<file path="config.mk">
export PLATFORM = sky130hd
export DESIGN_NAME = svm_score
export DESIGN_NICKNAME = d
export VERILOG_FILES = /design/src/rtl/svm_score.sv
export SDC_FILE = /design/constraint.sdc
export NUM_CORES = 1
export LEC_CHECK = 0
export BUFFER_PORTS_ARGS = -buffer_cell sky130_fd_sc_hd__buf_2
export CAP_MARGIN = 5
export CORE_ASPECT_RATIO = 1.25
export CORE_MARGIN = 3
export CORE_UTILIZATION = 60
export CTS_CLUSTER_SIZE = 10
export DETAILED_ROUTE_END_ITERATION = 10
export GPL_TIMING_DRIVEN = 0
export MAX_ROUTING_LAYER = met4
export PLACE_DENSITY_LB_ADDON = 0.25
export SLEW_MARGIN = 40
export SYNTH_ARGS = -nofsm -noshare
export SYNTH_HDL_FRONTEND = slang
export SYNTH_SLANG_ARGS = --single-unit
</file>
<file path="constraint.sdc">
create_clock -name clk -period 6.5 [get_ports clk]
set_clock_uncertainty 0.05 [all_clocks]
set_input_delay 0.325 -clock clk [delete_from_list [all_inputs] [get_ports clk]]
set_output_delay 0.325 -clock clk [all_outputs]
set_load 0.005 [all_outputs]
</file>
<file path="src/rtl/svm_score.sv">
// Linear SVM scorer: saturating signed dot product of a HOG feature window with stored weights, plus bias.
// Latency: o_valid pulses 3 cycles after the i_valid of the last feature. Sustains 1 feature/cycle.
// Backpressure: none, so every i_valid is consumed. i_clear aborts the window and discards all in-flight data.
//
// Ports: clk, rst (async, active-low); i_valid/fea/i_clear are the feature stream and abort input;
//        w_addr/w_data form the weight memory read port (1-cycle read latency);
//        score/detect/o_valid carry the window result; busy is high while a window is open or draining.
module svm_score #(
    parameter int FEA_I   = 4,
    parameter int FEA_F   = 8,
    parameter int W_W     = 16,
    parameter int W_F     = 12,
    parameter int WIN_FEA = 3780,
    parameter int ACC_W   = 40,
    parameter logic signed [ACC_W-1:0] BIAS   = '0,
    parameter logic signed [ACC_W-1:0] THRESH = '0,
    localparam int FEA_W  = FEA_I + FEA_F,
    localparam int AW     = $clog2(WIN_FEA)
) (
    input  logic                    clk,
    input  logic                    rst,
    input  logic                    i_valid,
    input  logic [FEA_W-1:0]        fea,
    input  logic                    i_clear,
    output logic [AW-1:0]           w_addr,
    input  logic [W_W-1:0]          w_data,
    output logic signed [ACC_W-1:0] score,
    output logic                    detect,
    output logic                    o_valid,
    output logic                    busy
);

    // Product of the zero-extended feature and the signed weight.
    localparam int PROD_W = FEA_W + W_W + 1;
    // The sum is one bit wider than both the accumulator and the product, so the
    // saturation compare sees the true value even when ACC_W < PROD_W.
    localparam int SUM_W  = ((ACC_W > PROD_W) ? ACC_W : PROD_W) + 1;

    localparam logic signed [SUM_W-1:0] ONE     = 1;
    localparam logic signed [SUM_W-1:0] SAT_MAX = (ONE <<< (ACC_W - 1)) - ONE;
    localparam logic signed [SUM_W-1:0] SAT_MIN = -(ONE <<< (ACC_W - 1));

    localparam logic [1:0] IDLE  = 2'd0;
    localparam logic [1:0] ACCUM = 2'd1;
    localparam logic [1:0] DRAIN = 2'd2;

    // The weight fraction has to fit inside the weight word.
    if (W_F >= W_W) begin : g_bad_wf
        $error("svm_score: W_F must be smaller than W_W");
    end

    logic [AW-1:0]           idx;
    logic [1:0]              state, state_nxt;
    logic                    take, is_last;

    logic                    s1_vld, s1_first, s1_last;
    logic [FEA_W-1:0]        s1_fea;
    logic signed [PROD_W-1:0] fea_e, w_e, prod;

    logic                    s2_vld, s2_first, s2_last;
    logic signed [PROD_W-1:0] s2_prod;

    logic signed [ACC_W-1:0] acc, acc_nxt, score_nxt;
    logic                    emit;

    function automatic logic signed [ACC_W-1:0] sat(input logic signed [SUM_W-1:0] x);
        logic signed [ACC_W-1:0] r;
        if (x > SAT_MAX)      r = SAT_MAX[ACC_W-1:0];
        else if (x < SAT_MIN) r = SAT_MIN[ACC_W-1:0];
        else                  r = x[ACC_W-1:0];
        return r;
    endfunction

    function automatic logic signed [SUM_W-1:0] ext_acc(input logic signed [ACC_W-1:0] a);
        return {{(SUM_W-ACC_W){a[ACC_W-1]}}, a};
    endfunction

    function automatic logic signed [SUM_W-1:0] ext_prod(input logic signed [PROD_W-1:0] p);
        return {{(SUM_W-PROD_W){p[PROD_W-1]}}, p};
    endfunction

    // A clear in the same cycle as a feature drops that feature.
    assign take    = i_valid & ~i_clear;
    assign is_last = (idx == AW'(WIN_FEA - 1));
    assign w_addr  = idx;
    assign busy    = (state != IDLE);
    assign emit    = s2_vld & s2_last & ~i_clear;

    // Both operands are extended to the full product width, so the truncated
    // PROD_W-bit result is exact.
    always_comb begin
        fea_e = {{(PROD_W-FEA_W){1'b0}}, s1_fea};
        w_e   = {{(PROD_W-W_W){w_data[W_W-1]}}, w_data};
        prod  = fea_e * w_w_fix(w_e);
    end

    function automatic logic signed [PROD_W-1:0] w_w_fix(input logic signed [PROD_W-1:0] w);
        return w;
    endfunction

    // The score is formed from the accumulator's next value. This lets it land in
    // the same edge as o_valid, which keeps the latency at 3.
    always_comb begin
        acc_nxt   = s2_first ? sat(ext_prod(s2_prod))
                             : sat(ext_acc(acc) + ext_prod(s2_prod));
        score_nxt = sat(ext_acc(acc_nxt) + ext_acc(BIAS));
    end

    always_comb begin
        state_nxt = state;
        if (i_clear) begin
            state_nxt = IDLE;
        end else begin
            case (state)
                IDLE:    if (i_valid) state_nxt = is_last ? DRAIN : ACCUM;
                ACCUM:   if (i_valid && is_last) state_nxt = DRAIN;
                DRAIN: begin
                    // A new window may start while the previous one drains.
                    if (i_valid)                          state_nxt = is_last ? DRAIN : ACCUM;
                    else if (o_valid && !s1_vld && !s2_vld) state_nxt = IDLE;
                end
                default: state_nxt = IDLE;
            endcase
        end
    end

    always_ff @(posedge clk or negedge rst) begin
        if (!rst) begin
            idx      <= '0;
            state    <= IDLE;
            s1_vld   <= 1'b0;
            s1_first <= 1'b0;
            s1_last  <= 1'b0;
            s1_fea   <= '0;
            s2_vld   <= 1'b0;
            s2_first <= 1'b0;
            s2_last  <= 1'b0;
            s2_prod  <= '0;
            acc      <= '0;
            score    <= '0;
            detect   <= 1'b0;
            o_valid  <= 1'b0;
        end else begin
            state <= state_nxt;

            if (i_clear)      idx <= '0;
            else if (i_valid) idx <= is_last ? '0 : idx + 1'b1;

            // S0: capture the feature and tag the window boundaries.
            s1_vld <= take;
            if (take) begin
                s1_fea   <= fea;
                s1_first <= (idx == '0);
                s1_last  <= is_last;
            end

            // S1: w_data belongs to the feature held in S1.
            s2_vld <= s1_vld & ~i_clear;
            if (s1_vld) begin
                s2_prod  <= prod;
                s2_first <= s1_first;
                s2_last  <= s1_last;
            end

            // S2: accumulate. On the last feature, also publish the score.
            if (s2_vld && !i_clear) acc <= acc_nxt;
            o_valid <= emit;
            if (emit) begin
                score  <= score_nxt;
                detect <= (score_nxt > THRESH);
            end
        end
    end

endmodule

</file>
---- After elaboration in Yosys (flattened, before gate mapping) ----
Index checks and enable logic that the tools add are counted.
word-level totals
  register bits after elaboration ......... 143
  output and inout bits ................... 55
  logic and storage cells ................. 64
operators by class
  $add $sub $neg .......................... 2
  multiply operators ...................... 1
  magnitude comparators ................... 7
  equality and inequality tests ........... 6
  mux-type cells .......................... 17
  bitwise operators ....................... 5
  reduce and logical (&&, ||, !) cells .... 12
operators with widths
  cell                                                  count
  2-to-1 mux 40 bit                                     7
  adder 40 x 29 -> 41 bit                               1
  > comparator 41 x 40 -> 1 bit, second input constant  1
  < comparator 41 x 40 -> 1 bit, second input constant  1
  > comparator 29 x 40 -> 1 bit, second input constant  1
  > comparator 40 x 1 -> 1 bit, second input constant   1
  > comparator 40 bit, second input constant            1
  < comparator 29 x 40 -> 1 bit, second input constant  1
  < comparator 40 bit, second input constant            1
  2-to-1 mux 12 bit                                     3
  multiplier 13 x 16 -> 29 bit                          1
  adder 12 x 1 -> 12 bit, second input constant         1
  equality test 12 bit, second input constant           1
  logical NOT 12 bit                                    1
  2-to-1 mux 2 bit                                      6
  inequality test 3 bit, second input constant          2
  case mux 2 bit (3 select lines)                       1
  bitwise AND 1 bit                                     4
  logical AND 1 bit                                     4
  inequality test 4 bit, second input constant          1
  nonzero test 2 bit                                    2
  logical NOT 1 bit                                     3
  AND reduction 3 bit                                   1
  equality test 2 x 1 -> 1 bit, second input constant   1
  3 further kinds                                       3

---- Depth between registers and ports, before layout ----
  depth in word-level cells ............... 9
  depth in mapped cells ................... 25

---- Worst setup path before layout ----
Ideal clock, no wire load.
  path kind ............................... register -> register
  start point ............................. register s1_fea[6]
  end point ............................... register s2_prod[27]
  data arrival time ....................... 5.597 ns
  data required time ...................... 6.325 ns
  path slack .............................. 0.728 ns
  stages on the path, launching flop included .. 23
  path buffers ............................ 1
  clock period less this slack ............ 5.772 ns
  cells stage by stage .................... dfrtp_1 clkbuf_1 nand2_1 fa_1 fa_1 inv_1 fa_1 inv_1 fa_1 inv_1 fa_1 ha_1 a21o_1 a21o_1 a21oi_1 nor2_1 a21oi_1 o21ai_0 o21ai_0 o211ai_1 a31oi_1 xnor2_1 mux2_2
on the way
  word-level cells in the longest chain between the ends .. 1
ends and longest elaborated chain
  what                          line  text
  start: declaration            57    logic [FEA_W-1:0] s1_fea;
  start signal: assignment      134   s1_fea <= '0;
  start signal: assignment      152   s1_fea <= fea;
  multiplier 13 x 16 -> 29 bit  94    prod = fea_e * w_w_fix(w_e);
  end signal: assignment        160   s2_prod <= prod;
  end: declaration              61    logic signed [PROD_W-1:0] s2_prod;
No other way between the ends.
A chain may end at the register's enable or synchronous reset.

---- Final worst setup path ----
  start point ............................. register s1_fea[9]
  end point ............................... register s2_prod[27]
The elaborated chain is that of the path after synthesis.

==> results by stage <==
Synth:
- The number of nets handed over by synthesis was 2,061.
- The number of different library cells used by synthesis comes to 75.
- The netlist area before placement is 15,500 sq um.
- Summing the sequential cell areas from Yosys gives 23.2% of the chip area.
- The number of synthesized flops with an enable pin is 0.
- In the synthesized netlist the dominant register cell turns out to be dfrtp_1.
- In the synthesized netlist the async set-or-reset flop fraction comes to 100%.
- Counting flops and latches in the post-synthesis netlist gives 143.
- The mean post-synth cell area is 8.88 sq um.
- The number of standard cells after synthesis is 1,741.
- The Yosys step of the flow raised 0 warnings.

CTS:
- The clock slew at the register clock pins of the worst setup and hold paths is 0.06 ns.
- For the worst-skew pair, the clock arrives at the later sink with an insertion delay of 0.44 ns.
- The H-tree depth reported by CTS is 4.
- The clock net in this run drives a total of 143 sinks.
- TritonCTS built the clock tree.
- The tree is rooted in a clkbuf_16.
- In this run, CTS created clock tree buffers numbering 17.
- The maximum clock insertion buffer count is 2.

STA:
- After layout, the worst setup slack is 0.210 ns.
- The count of final setup violators is 0.
- The final-report hold violation count is 0.
- The number of max-slew violations in the final report is 0.
- Summed over all failing endpoints, the final setup total negative slack is 0 ns.
- The clock period could shrink to 6.29 ns.
- The maximum achievable frequency is 159 MHz.
- The actual slew at the worst max-slew pin is 0.920 ns.
- The headroom to the max-slew limit is 38.3%.
- In the finished design, the share of the clock period the worst path needs comes to 96.8%.

GRT:
- The total overflow reported by the global router is 0.
- The via count of the first global-routing pass is 13,459.
- Entering global routing, the biggest net connects 75 pins.
- The total global-route track usage is 32.9%.
- The initial antenna violation count is 0.
- The first-pass GRT wire length is 69,000 um.

Floorplan:
- The region available for standard cell placement spans 25,300 sq um.
- The initial cell density of the core is 61.1%.
- The horizontal die dimension is 150 um.
- The floorplan step defined a die boundary enclosing 27,700 sq um.
- From bottom edge to top edge, the die measures 185 um.
- The number of top-level design ports is 87.
- The placement row count is 65.

Placed design:
- The number of input and output port buffers inserted is 86.
- The final weighted congestion in routability-driven placement is 1.01.
- The post-placement cell area is 16,400 sq um.
- The placement-stage worst setup slack is -0.501 ns.
- The HPWL after detailed placement is 34,000 um.

Final layout:
- The final layout contains 2,170 nets.
- The layout-stage area growth over the synthesis result is 9.97%.
- Of the cells placed in the final design, the portion with a size suffix greater than 1 is 10.5%.
- The finished cells cover 17,000 sq um.

Route:
- The routed layout has 12,922 vias.
- In the routed layout, each cell is associated on average with a via count of 5.88.
- The post-route antenna net violation count is 0.
- The first detailed-routing pass took 7 iterations.
- The DRC violation count after routing is 0.
- The total routed wirelength is 42,600 um.
- The average routed wire per standard cell is 19.4 um.
- The detailed router finished its first iteration with 761 violations.

Worst setup path:
- The worst setup path is captured at a flip-flop.
- The biggest fanout along the worst timing path is 10.
- Data on the critical path is required at its endpoint by 6.77 ns.
- The endpoint of the lowest-slack register-to-register path is s2_prod[27]$_DFFE_PN0P_.
- The data arrival time at the worst-slack endpoint is 6.56 ns.
- Across all register-to-register paths, the minimum setup slack is 0.21 ns.
- The path type of the worst setup path is reg -> reg.
- The source of the worst register-to-register timing path is s1_fea[9]$_DFFE_PN0P_.
- The type of element launching the critical path is a flip-flop.
- The number of cell instances on the worst register-to-register path is 22.

Hold path:
- The destination of the worst hold path is s1_fea[2]$_DFFE_PN0P_.
- The number of stages on the worst hold path is 3.
- The worst min-delay path startpoint is fea[2].
- The min-delay analysis places its worst path in the category in -> reg.

Run status:
- The run finished with clean final reports.

Run:
- Max-cap violations in this run came to 0.
cell usage after synthesis, drive strengths merged (11+ instances only):
| library cell | instances | area [sq um] |
|---|---|---|
| dfrtp | 143 | 3580 |
| a211oi | 11 | 92.6 |
| o21bai | 12 | 90.1 |
| o211ai | 14 | 105 |
| a21o | 20 | 150 |
| fa | 179 | 3580 |
| o21ai | 132 | 664 |
| and3 | 11 | 68.8 |
| xnor2 | 40 | 350 |
| nor3 | 17 | 90.1 |
| xor2 | 17 | 149 |
| nor2 | 68 | 255 |
| o21a | 19 | 143 |
| nand3 | 16 | 80.1 |
| mux2 | 25 | 282 |
| clkbuf | 64 | 240 |
| and2 | 116 | 726 |
| inv | 221 | 830 |
| ha | 109 | 1360 |
| nand2b | 15 | 93.8 |
| nand2 | 282 | 1060 |
| a21oi | 69 | 357 |
| o31ai | 12 | 109 |
worst max-delay path by stage:
stage	startpoint	to	slack, ns	cells after the start
floorplan	s1_fea[6]$_DFFE_PN0P_	s2_prod[27]$_DFFE_PN0P_	0.73	22
global placement	s1_fea[6]$_DFFE_PN0P_	s2_prod[27]$_DFFE_PN0P_	-0.33	22
detailed placement	s1_fea[6]$_DFFE_PN0P_	s2_prod[27]$_DFFE_PN0P_	-0.50	22
CTS	s1_fea[0]$_DFFE_PN0P_	s2_prod[28]$_DFFE_PN0P_	0.02	19
global route	s1_fea[6]$_DFFE_PN0P_	s2_prod[27]$_DFFE_PN0P_	-0.0004	22
finish	s1_fea[9]$_DFFE_PN0P_	s2_prod[27]$_DFFE_PN0P_	0.21	22
placed cells by master, fill, tap and decap left out, drive strengths merged, types with 40 or more instances in the layout:
| cell type | n |
|---|---|
| a21oi | 69 |
| and2 | 116 |
| buf | 100 |
| clkbuf | 81 |
| dfrtp | 143 |
| fa | 179 |
| ha | 109 |
| inv | 221 |
| nand2 | 282 |
| nor2 | 68 |
| o21ai | 132 |
| xnor2 | 40 |
routing by layer:
metal | part of all wire [%] | GRT usage (%)
met1 | 40 | 38.8
met2 | 50 | 56.4
met3 | 4.9 | 3.74
met4 | 5.0 | 15.6
met5 | 0 | -
area by class of cell:
class,count,area [sq um]
repair buffers,90,490
well taps,335,419
clock inverters,11,119
inverters,222,833
plain buffers,73,318
multi-input cells,1303,10800
diodes,1,2.50
fillers,2124,8300
flip-flops and latches,143,3590
clock buffers,19,443
state kept, by name, summed over array words and instances (netlist names):
register / cells
acc: 40
detect: 1
o_valid: 1
s1_fea: 12
s1_first: 1
s1_last: 1
s1_vld: 1
s2_first: 1
s2_last: 1
s2_prod: 29
s2_vld: 1
score: 40
state: 2
w_addr: 12
critical path: stages (launching register included):
cell	delay, ns
dfrtp_2	0.49
clkbuf_2	0.30
nand2_1	0.12
fa_1	0.52
fa_1	0.49
inv_1	0.05
fa_1	0.56
inv_1	0.07
fa_1	0.53
inv_1	0.05
fa_1	0.48
ha_1	0.38
a21o_1	0.18
a21o_1	0.16
a21oi_1	0.24
nor2_1	0.09
a21oi_1	0.20
o21ai_1	0.17
o21ai_2	0.28
o211ai_1	0.16
a31oi_1	0.24
xnor2_1	0.10
mux2_2	0.26
timing repair:
action	CTS	global route
setup buffers	0	1
endpoints found under the hold margin	69	0
gates resized for setup	12	26
hold buffers	1	0
pin swaps	0	2
setup endpoints to repair	5	6
cells by family after synthesis:
logic type / after synthesis / share of synthesized area [%]
adder cells (fa/ha/maj): 288 / 32.0
buffers and inverters: 295 / 7.28
multiplexers: 27 / 1.95
XOR/XNOR: 57 / 3.23
flip-flops: 143 / 23.2
AO/OA/AOI/OAI: 352 / 14.5
AND/OR/NAND/NOR: 579 / 17.8
through the flow:
stage	utilization, %	hold slack [ns]	cells
6_report	67.2	0.0253	2197
4_1_cts	67.0	0.0158	2195
3_3_place_gp	64.5	0.407	2162
3_5_place_dp	64.7	0.256	2164
5_1_grt	67.2	0.0378	2196
2_1_floorplan	-	-0.0206	1741
Power is not shown: default switching activity piles up to over one toggle a cycle in this logic, so the estimate is an artifact.
